--- src/rtl/proc_trace_buffer_if.sv ---
// Bundle of the processor debug taps, the arm/read controls and the trace read-back port.
// The bench or debug path drives it through master; the trace buffer uses slave.
interface proc_trace_buffer_if #(
    parameter int DEPTH = 16
);
    localparam int CNT_W = $clog2(DEPTH) + 1;

    logic [15:0]      IR_Out;
    logic [7:0]       PC_Out;
    logic [3:0]       State;
    logic [15:0]      ALU_Out;
    logic             Arm;
    logic             Rd_Req;
    logic             Rd_Valid;
    logic [43:0]      Rd_Data;
    logic [CNT_W-1:0] Count;
    logic             Frozen;
    logic             Overflow;

    modport master (
        output IR_Out, PC_Out, State, ALU_Out, Arm, Rd_Req,
        input  Rd_Valid, Rd_Data, Count, Frozen, Overflow
    );

    modport slave (
        input  IR_Out, PC_Out, State, ALU_Out, Arm, Rd_Req,
        output Rd_Valid, Rd_Data, Count, Frozen, Overflow
    );
endinterface

--- src/rtl/proc_trace_buffer.sv ---
// Circular trace of processor FSM state changes. Capture freezes on HALT, and the
// history is then drained oldest-first through a registered one-cycle read port.
module proc_trace_buffer #(
    parameter int         DEPTH      = 16,
    parameter logic [3:0] HALT_STATE = 4'd9
) (
    input  logic                 clk,
    input  logic                 Reset,
    proc_trace_buffer_if.slave   bus
);
    localparam int PTR_W = $clog2(DEPTH);
    localparam int CNT_W = PTR_W + 1;

    typedef enum logic {CAPTURE = 1'b0, FROZEN = 1'b1} state_t;

    state_t           state_q, state_d;
    logic [3:0]       prev_state;
    logic [PTR_W-1:0] wr_ptr, rd_ptr;
    logic [CNT_W-1:0] count;
    logic             overflow;
    logic             rd_valid;
    logic [43:0]      rd_data;
    logic [43:0]      mem [DEPTH];

    logic             capture, read, full;
    logic [43:0]      entry;

    assign full  = (count == CNT_W'(DEPTH));
    assign entry = {bus.PC_Out, bus.IR_Out, bus.State, bus.ALU_Out};

    always_ff @(posedge clk) begin
        if (Reset) state_q <= CAPTURE;
        else       state_q <= state_d;
    end

    always_comb begin
        state_d = state_q;
        if (bus.Arm)
            state_d = CAPTURE;
        else if (capture && bus.State == HALT_STATE)
            state_d = FROZEN;
    end

    // Arm outranks both capture and read, so it gates them here once.
    always_comb begin
        capture = 1'b0;
        read    = 1'b0;
        if (state_q == CAPTURE)
            capture = (bus.State != prev_state) && !bus.Arm;
        else
            read = bus.Rd_Req && (count != '0) && !bus.Arm;
    end

    always_ff @(posedge clk) begin
        if (Reset) begin
            prev_state <= '0;
            wr_ptr     <= '0;
            rd_ptr     <= '0;
            count      <= '0;
            overflow   <= 1'b0;
            rd_valid   <= 1'b0;
            rd_data    <= '0;
        end else if (bus.Arm) begin
            prev_state <= bus.State;
            wr_ptr     <= '0;
            rd_ptr     <= '0;
            count      <= '0;
            overflow   <= 1'b0;
            rd_valid   <= 1'b0;
        end else begin
            prev_state <= bus.State;
            rd_valid   <= read;
            if (capture) begin
                wr_ptr <= wr_ptr + PTR_W'(1);
                if (full) begin
                    rd_ptr   <= rd_ptr + PTR_W'(1);
                    overflow <= 1'b1;
                end else begin
                    count <= count + CNT_W'(1);
                end
            end
            if (read) begin
                rd_data <= mem[rd_ptr];
                rd_ptr  <= rd_ptr + PTR_W'(1);
                count   <= count - CNT_W'(1);
            end
        end
    end

    // Storage is never cleared; Count and the pointers define what is valid.
    always_ff @(posedge clk) begin
        if (capture && !Reset)
            mem[wr_ptr] <= entry;
    end

    assign bus.Rd_Valid = rd_valid;
    assign bus.Rd_Data  = rd_data;
    assign bus.Count    = count;
    assign bus.Frozen   = (state_q == FROZEN);
    assign bus.Overflow = overflow;
endmodule

--- src/flat_wrapper.sv ---
// flat-port wrapper written by rule: the top's interface ports become plain ports
module proc_trace_buffer_flat 
#(
    parameter int         DEPTH      = 16,
    parameter logic [3:0] HALT_STATE = 4'd9
)
  (clk, Reset, bus_IR_Out, bus_PC_Out, bus_State, bus_ALU_Out, bus_Arm, bus_Rd_Req, bus_Rd_Valid, bus_Rd_Data, bus_Count, bus_Frozen, bus_Overflow);
  proc_trace_buffer_if #(.DEPTH(DEPTH)) bus_i ();
  input  logic clk;
  input  logic Reset;
  input wire logic [$bits(bus_i.IR_Out)-1:0] bus_IR_Out;
  input wire logic [$bits(bus_i.PC_Out)-1:0] bus_PC_Out;
  input wire logic [$bits(bus_i.State)-1:0] bus_State;
  input wire logic [$bits(bus_i.ALU_Out)-1:0] bus_ALU_Out;
  input wire logic [$bits(bus_i.Arm)-1:0] bus_Arm;
  input wire logic [$bits(bus_i.Rd_Req)-1:0] bus_Rd_Req;
  output wire logic [$bits(bus_i.Rd_Valid)-1:0] bus_Rd_Valid;
  output wire logic [$bits(bus_i.Rd_Data)-1:0] bus_Rd_Data;
  output wire logic [$bits(bus_i.Count)-1:0] bus_Count;
  output wire logic [$bits(bus_i.Frozen)-1:0] bus_Frozen;
  output wire logic [$bits(bus_i.Overflow)-1:0] bus_Overflow;
  assign bus_i.IR_Out = bus_IR_Out;
  assign bus_i.PC_Out = bus_PC_Out;
  assign bus_i.State = bus_State;
  assign bus_i.ALU_Out = bus_ALU_Out;
  assign bus_i.Arm = bus_Arm;
  assign bus_i.Rd_Req = bus_Rd_Req;
  assign bus_Rd_Valid = bus_i.Rd_Valid;
  assign bus_Rd_Data = bus_i.Rd_Data;
  assign bus_Count = bus_i.Count;
  assign bus_Frozen = bus_i.Frozen;
  assign bus_Overflow = bus_i.Overflow;
  proc_trace_buffer #(.DEPTH(DEPTH), .HALT_STATE(HALT_STATE)) u_core (.clk(clk), .Reset(Reset), .bus(bus_i));
endmodule
--- config.mk ---
export PLATFORM = sky130hd
export DESIGN_NAME = proc_trace_buffer_flat
export DESIGN_NICKNAME = d
export VERILOG_FILES = /design/src/rtl/proc_trace_buffer_if.sv /design/src/rtl/proc_trace_buffer.sv /design/src/flat_wrapper.sv
export SDC_FILE = /design/constraint.sdc
export NUM_CORES = 1
export LEC_CHECK = 0
export BUFFER_PORTS_ARGS = -buffer_cell sky130_fd_sc_hd__buf_4
export CAP_MARGIN = 20
export CELL_PAD_IN_SITES_DETAIL_PLACEMENT = 1
export CELL_PAD_IN_SITES_GLOBAL_PLACEMENT = 1
export CORE_AREA = 2 2 221 223
export CTS_BUF_LIST = sky130_fd_sc_hd__clkbuf_4
export CTS_CLUSTER_SIZE = 16
export DETAILED_ROUTE_END_ITERATION = 12
export DIE_AREA = 0 0 223 225
export PLACE_DENSITY = 0.89
export SYNTH_ARGS = -nofsm -noshare
export SYNTH_HDL_FRONTEND = slang
export SYNTH_SLANG_ARGS = --single-unit
--- constraint.sdc ---
create_clock -name clk -period 7.8 [get_ports clk]
set_input_delay 0 -clock clk [delete_from_list [all_inputs] [get_ports clk]]
set_output_delay 0 -clock clk [all_outputs]
set_load 0.01 [all_outputs]
# Word-level counts from Yosys, hierarchy flattened
# Memories as Yosys holds them, arrays and structs flattened. A register that Yosys moved wholly into a read port is not among the register bits.
# Index checks and enable logic that the tools add are counted.
totals:
  register_bits: 20
  mem_bits_rw: 704
  inputBits: 48
  n_memories: 1
op_classes:
  n_addsub: 4
  eq_ne: 4
  n_mux: 10
  n_bitwise: 1
  reduce_logical: 15
mem_list:
  columns: ["name", "words", "width", "rd", "rd_clocked_by_memory_dff", "write_ports", "line", "text"]
  rows:
  - ["u_core.mem", 16, 44, 1, 1, 1, "proc_trace_buffer.sv:23", "logic [43:0] mem [DEPTH];"]
op_table:
  columns: ["cell", "n"]
  rows:
  - ["5-bit 2-to-1 mux", 3]
  - ["4-bit 2-to-1 mux", 3]
  - ["4-bit by 1-bit adder with 4-bit output (second input constant)", 2]
  - ["2-bit AND reduction", 4]
  - ["5-bit by 1-bit adder with 5-bit output (second input constant)", 1]
  - ["5-bit == test (second input constant)", 1]
  - ["1-bit logical AND", 5]
  - ["5-bit nonzero test", 1]
  - ["5-bit by 1-bit subtractor with 5-bit output (second input constant)", 1]
  - ["4-bit == test (second input constant)", 1]
  - ["1-bit 2-to-1 mux", 4]
  - ["4-bit != test", 1]
  - ["2-bit nonzero test", 2]
  - ["1-bit logical NOT", 2]
  - ["2-bit by 1-bit != test with 1-bit output (second input constant)", 1]
  - ["2-bit OR reduction", 1]
  - ["1-bit inverter", 1]

# Depth between registers and ports, before layout
logic_depth:
  ltp_word: 6
  ltp_mapped: 9

# Worst setup path before layout
# No wires, ideal clock.
synth_path:
  path_kind: "reg-to-reg"
  from: "reg u_core.prev_state[1]"
  to: "mem u_core.mem[3][0] (enable)"
  setup_ns: 0.446
  t_arrival_ns: 2.991
  t_required_ns: 7.354
  slack_ns: 4.364
  stages_incl_launch_ff: 6
  n_path_buf: 1
  cell_sequence: "dfxtp_1 xor2_1 o41a_1 clkbuf_1 nand2_1 nor2_1"
synth_between:
  elab_chain_len: 6
synth_lines:
  columns: ["element", "line", "text"]
  rows:
  - ["start: declaration", "proc_trace_buffer.sv:17", "logic [3:0] prev_state;"]
  - ["start signal: assignment", "proc_trace_buffer.sv:64", "prev_state <= bus.State;"]
  - ["start signal: assignment", "proc_trace_buffer.sv:71", "prev_state <= bus.State;"]
  - ["4-bit != test", "proc_trace_buffer.sv:49", "capture = (bus.State != prev_state) && !bus.Arm;"]
  - ["1-bit logical AND", "proc_trace_buffer.sv:49", null]
  - ["1-bit 2-to-1 mux", "proc_trace_buffer.sv:48", "if (state_q == CAPTURE)"]
  - ["1-bit logical AND", "proc_trace_buffer.sv:92", "if (capture && !Reset)"]
  - ["1-bit 2-to-1 mux", "proc_trace_buffer.sv:92", null]
  - ["1-bit 2-to-1 mux (implied by the code)", "proc_trace_buffer.sv:93", "mem[wr_ptr] <= entry;"]
  - ["end: declaration", "proc_trace_buffer.sv:23", null]
# No other way between the ends.

# Worst setup path in the final report
layout_path:
  from: "reg u_core.prev_state[3]"
  to: "mem u_core.mem[10][10] (enable)"
# Same word-level chain as after synthesis.

==> results.md <==
* Status: complete, no violations
* Max-cap violations at 0
* Gate Count Post-Synth at around 1,300
* Power Total at roughly 8600 µW
* Worst vdd ir at roughly 0.19 mV
* Num Clock Sinks at 768
* Number of fill cells at 3,695
* Detail Route Antenna Nets at 0
* Die W at 223 µm
* I/O pins at 100
* Pleak at 0.0110 µW
* Largest cells by area after synthesis: edfxtp_1 73%, mux4_2 14%, dfxtp_1 4.4%
* Core area at approximately 0.048 mm²
* Clock Path Buffers at 3
* Period minus WS final at 3.64 ns
* Relative slew slack at between 30% and 40%
* Synth Area per Inst at between 20 and 25 µm²
* Worst EP required at between 8 and 9 ns
* DP HPWL at around 36,000 µm
* Most common cell after layout, fill and taps aside: edfxtp_1
* Post-synthesis sequential element count at 768
* Register area share after synthesis at between 70% and 80%
* DR WL/cell at 38.9 µm
* CTS tree: yes
* Vias in the first global route at 18,200
* Clock Skews at 0.0889 ns
* Final setup viols at 0
* Fraction of layout cells with a size suffix above 1 at 37.5%
* Crit end category: register
* Class of the tightest hold or removal check: in2reg
* Slew @ Worst Pin at 1.03 ns
* Port Buf Inserts at between 90 and 100
* Routability cong. at roughly 0.74
* Global-route wire length before repair at 134,000 µm
* Worst slack at placement at roughly 4.5 ns
* Post-route setup slack at roughly 4.2 ns
* Post_cts resized at 0
* Clk pin slew, worst setup/hold paths at 0.11 ns
* GRT Resource Usage Total at 38.6%
* Final setup TNS at 0 ns
* Synth cell types at 43
* Mapped Area at between 0.02 and 0.03 mm²
* Critical path class: reg2reg
* Critical Path AT at 4.27 ns
* Final net count at 1,692
* DR vias at roughly 17,000
* Via density at 6.94
* Crit path max fanout at 27
* Die area at around 0.05 mm²
* Initial core utilization at between 60% and 70%
* Share of async-settable or async-resettable flops after synthesis at 0%
* Share of the synthesized area in the top cell type at between 70 and 80%
* Final hold vios at 0
* CTS buffer count at 184
* Syn. warnings at 0
* Startpoint types: register
* Skew-Pair Late Insertion Delay at 1.09 ns
* DRC Markers at 0
* Initial antenna violation count at 6
* RSZ-0062 raised after global routing: false
* Post-synth EDFFs at 704
* Final Max Tran Viols at 0
* CTS H-tree depth at 4
* Pwr per Cell Area at around 250 mW/mm²
* Final wirelength at roughly 94,000 µm
* FP Rows at 80
* Synth area leader: edfxtp_1
* Area growth syn-to-layout at 17.5%
* First DRT Iteration DRCs at 2,528
* DR pass1 iterations at 6
* Top_reg_cell synth: edfxtp_1
* DIE HEIGHT at 225 µm
* Fin crit share at a little under half
* GRT overflow at 0
* Commonest cells after routing, fill and taps aside: 704 x edfxtp_1, 277 x clkbuf_4, 177 x mux4_2
* Root Buffer: clkbuf_4
* Largest net degree at the start of global routing at 91
* Max Fclk at 275 MHz
* Syn_nets at 1,353
-- stage by stage --
stage | std cells | hold WS [ns] | utilization, % | area (µm²)
3_5_place_dp | 1965 | 0.295 | 64.1 | 30500
5_1_grt | 2411 | 0.0676 | 71.6 | 34000
6_report | 2411 | 0.0980 | 71.6 | 34000
3_3_place_gp | 1965 | 0.288 | 64.1 | 30500
2_1_floorplan | 1296 | 0.0734 | - | 29000
4_1_cts | 2404 | 0.0228 | 71.5 | 34000
-- state kept, by name, summed over array words and instances (netlist names) --
signal	count
u_core.wr_ptr	4
u_core.prev_state	4
u_core.bus.Count	5
u_core.bus.Overflow	1
u_core.mem	704
u_core.bus.Rd_Valid	1
u_core.bus.Frozen	1
u_core.rd_ptr	4
u_core.bus.Rd_Data	44
-- worst max-delay path: stages, from the launching register on --
cell     delay [ns]
dfxtp_1        0.39
xor2_1         0.37
o41a_1         0.52
nand2_1        0.42
nor2_4         0.85
buf_4          0.67
-- cells in the mapped netlist (2+ instances only) --
cell and number:
a21o_1 2, a21oi_1 7, a221o_1 44, and3_1 2, buf_1 8, buf_2 26, buf_4 4, buf_6 5
clkbuf_1 25, dfxtp_1 64, edfxtp_1 704, ha_1 8, inv_1 5, mux2_2 44, mux2i_1 47, mux4_2 177
nand2_1 10, nand3b_1 2, nor2_1 75, nor2_2 2, nor2b_1 4, or3_1 2, xnor2_1 4, xor2_1 6
-- worst paths after layout --
check                                        endpoint                  start  depth (start not counted)  slack (ns)
worst max-delay path               u_core.mem[10][10]   u_core.prev_state[3]                          5        4.16
worst min-delay path                 u_core.wr_ptr[1]                bus_Arm                          6         0.1
worst max register to register     u_core.mem[10][10]   u_core.prev_state[3]                          5        4.16
worst min register to register  u_core.bus.Rd_Data[1]  u_core.bus.Rd_Data[1]                          1        0.49
-- power breakdown --
group | switching [µW] | total [µW] | internal (µW)
sequential | 9.89 | 4510 | 4500
combinational | 122 | 193 | 71.2
clock | 2000 | 3870 | 1870
total | 2130 | 8570 | 6440
-- cells by family (layout without fill, tap and decap cells) --
kind of cell | Yosys count | in the layout | synth area share (%)
flip-flops | 768 | 768 | 77.4
multiplexers | 268 | 268 | 17.1
AND/OR/NAND/NOR | 106 | 106 | 1.60
buffers and inverters | 74 | 569 | 1.25
AO/OA/AOI/OAI | 61 | 61 | 1.98
XOR/XNOR | 10 | 10 | 0.302
adder cells (fa/ha/maj) | 9 | 9 | 0.414
other | 0 | 5 | 0
-- metal layers --
layer  wire (µm)  vias up  GRT usage (%)
met3        9770      294           10.1
met4        4150        6           18.7
met2       46900     1517           62.7
li1            -     6216              -
met1       32900     8696           49.2
met5          79        -              0
-- layout make-up --
class | count | area, µm² | share of cell area, %
diodes | 5 | 12.5 | 0.0367
flip-flops and latches | 768 | 22400 | 65.9
multi-input cells | 454 | 6320 | 18.6
clock buffers | 277 | 2080 | 6.11
repair buffers | 221 | 1950 | 5.74
well taps | 615 | 769 | 2.26
inverters | 6 | 22.5 | 0.0661
clock inverters | 65 | 450 | 1.32
-- timing repair --
action / 4_1_cts / 5_1_grt
hold endpoints to repair: 850 / 0
setup endpoints to repair: 0 / 0
setup buffers: 0 / 0
hold buffers: 97 / 0
(Power assumes the default switching activity.)
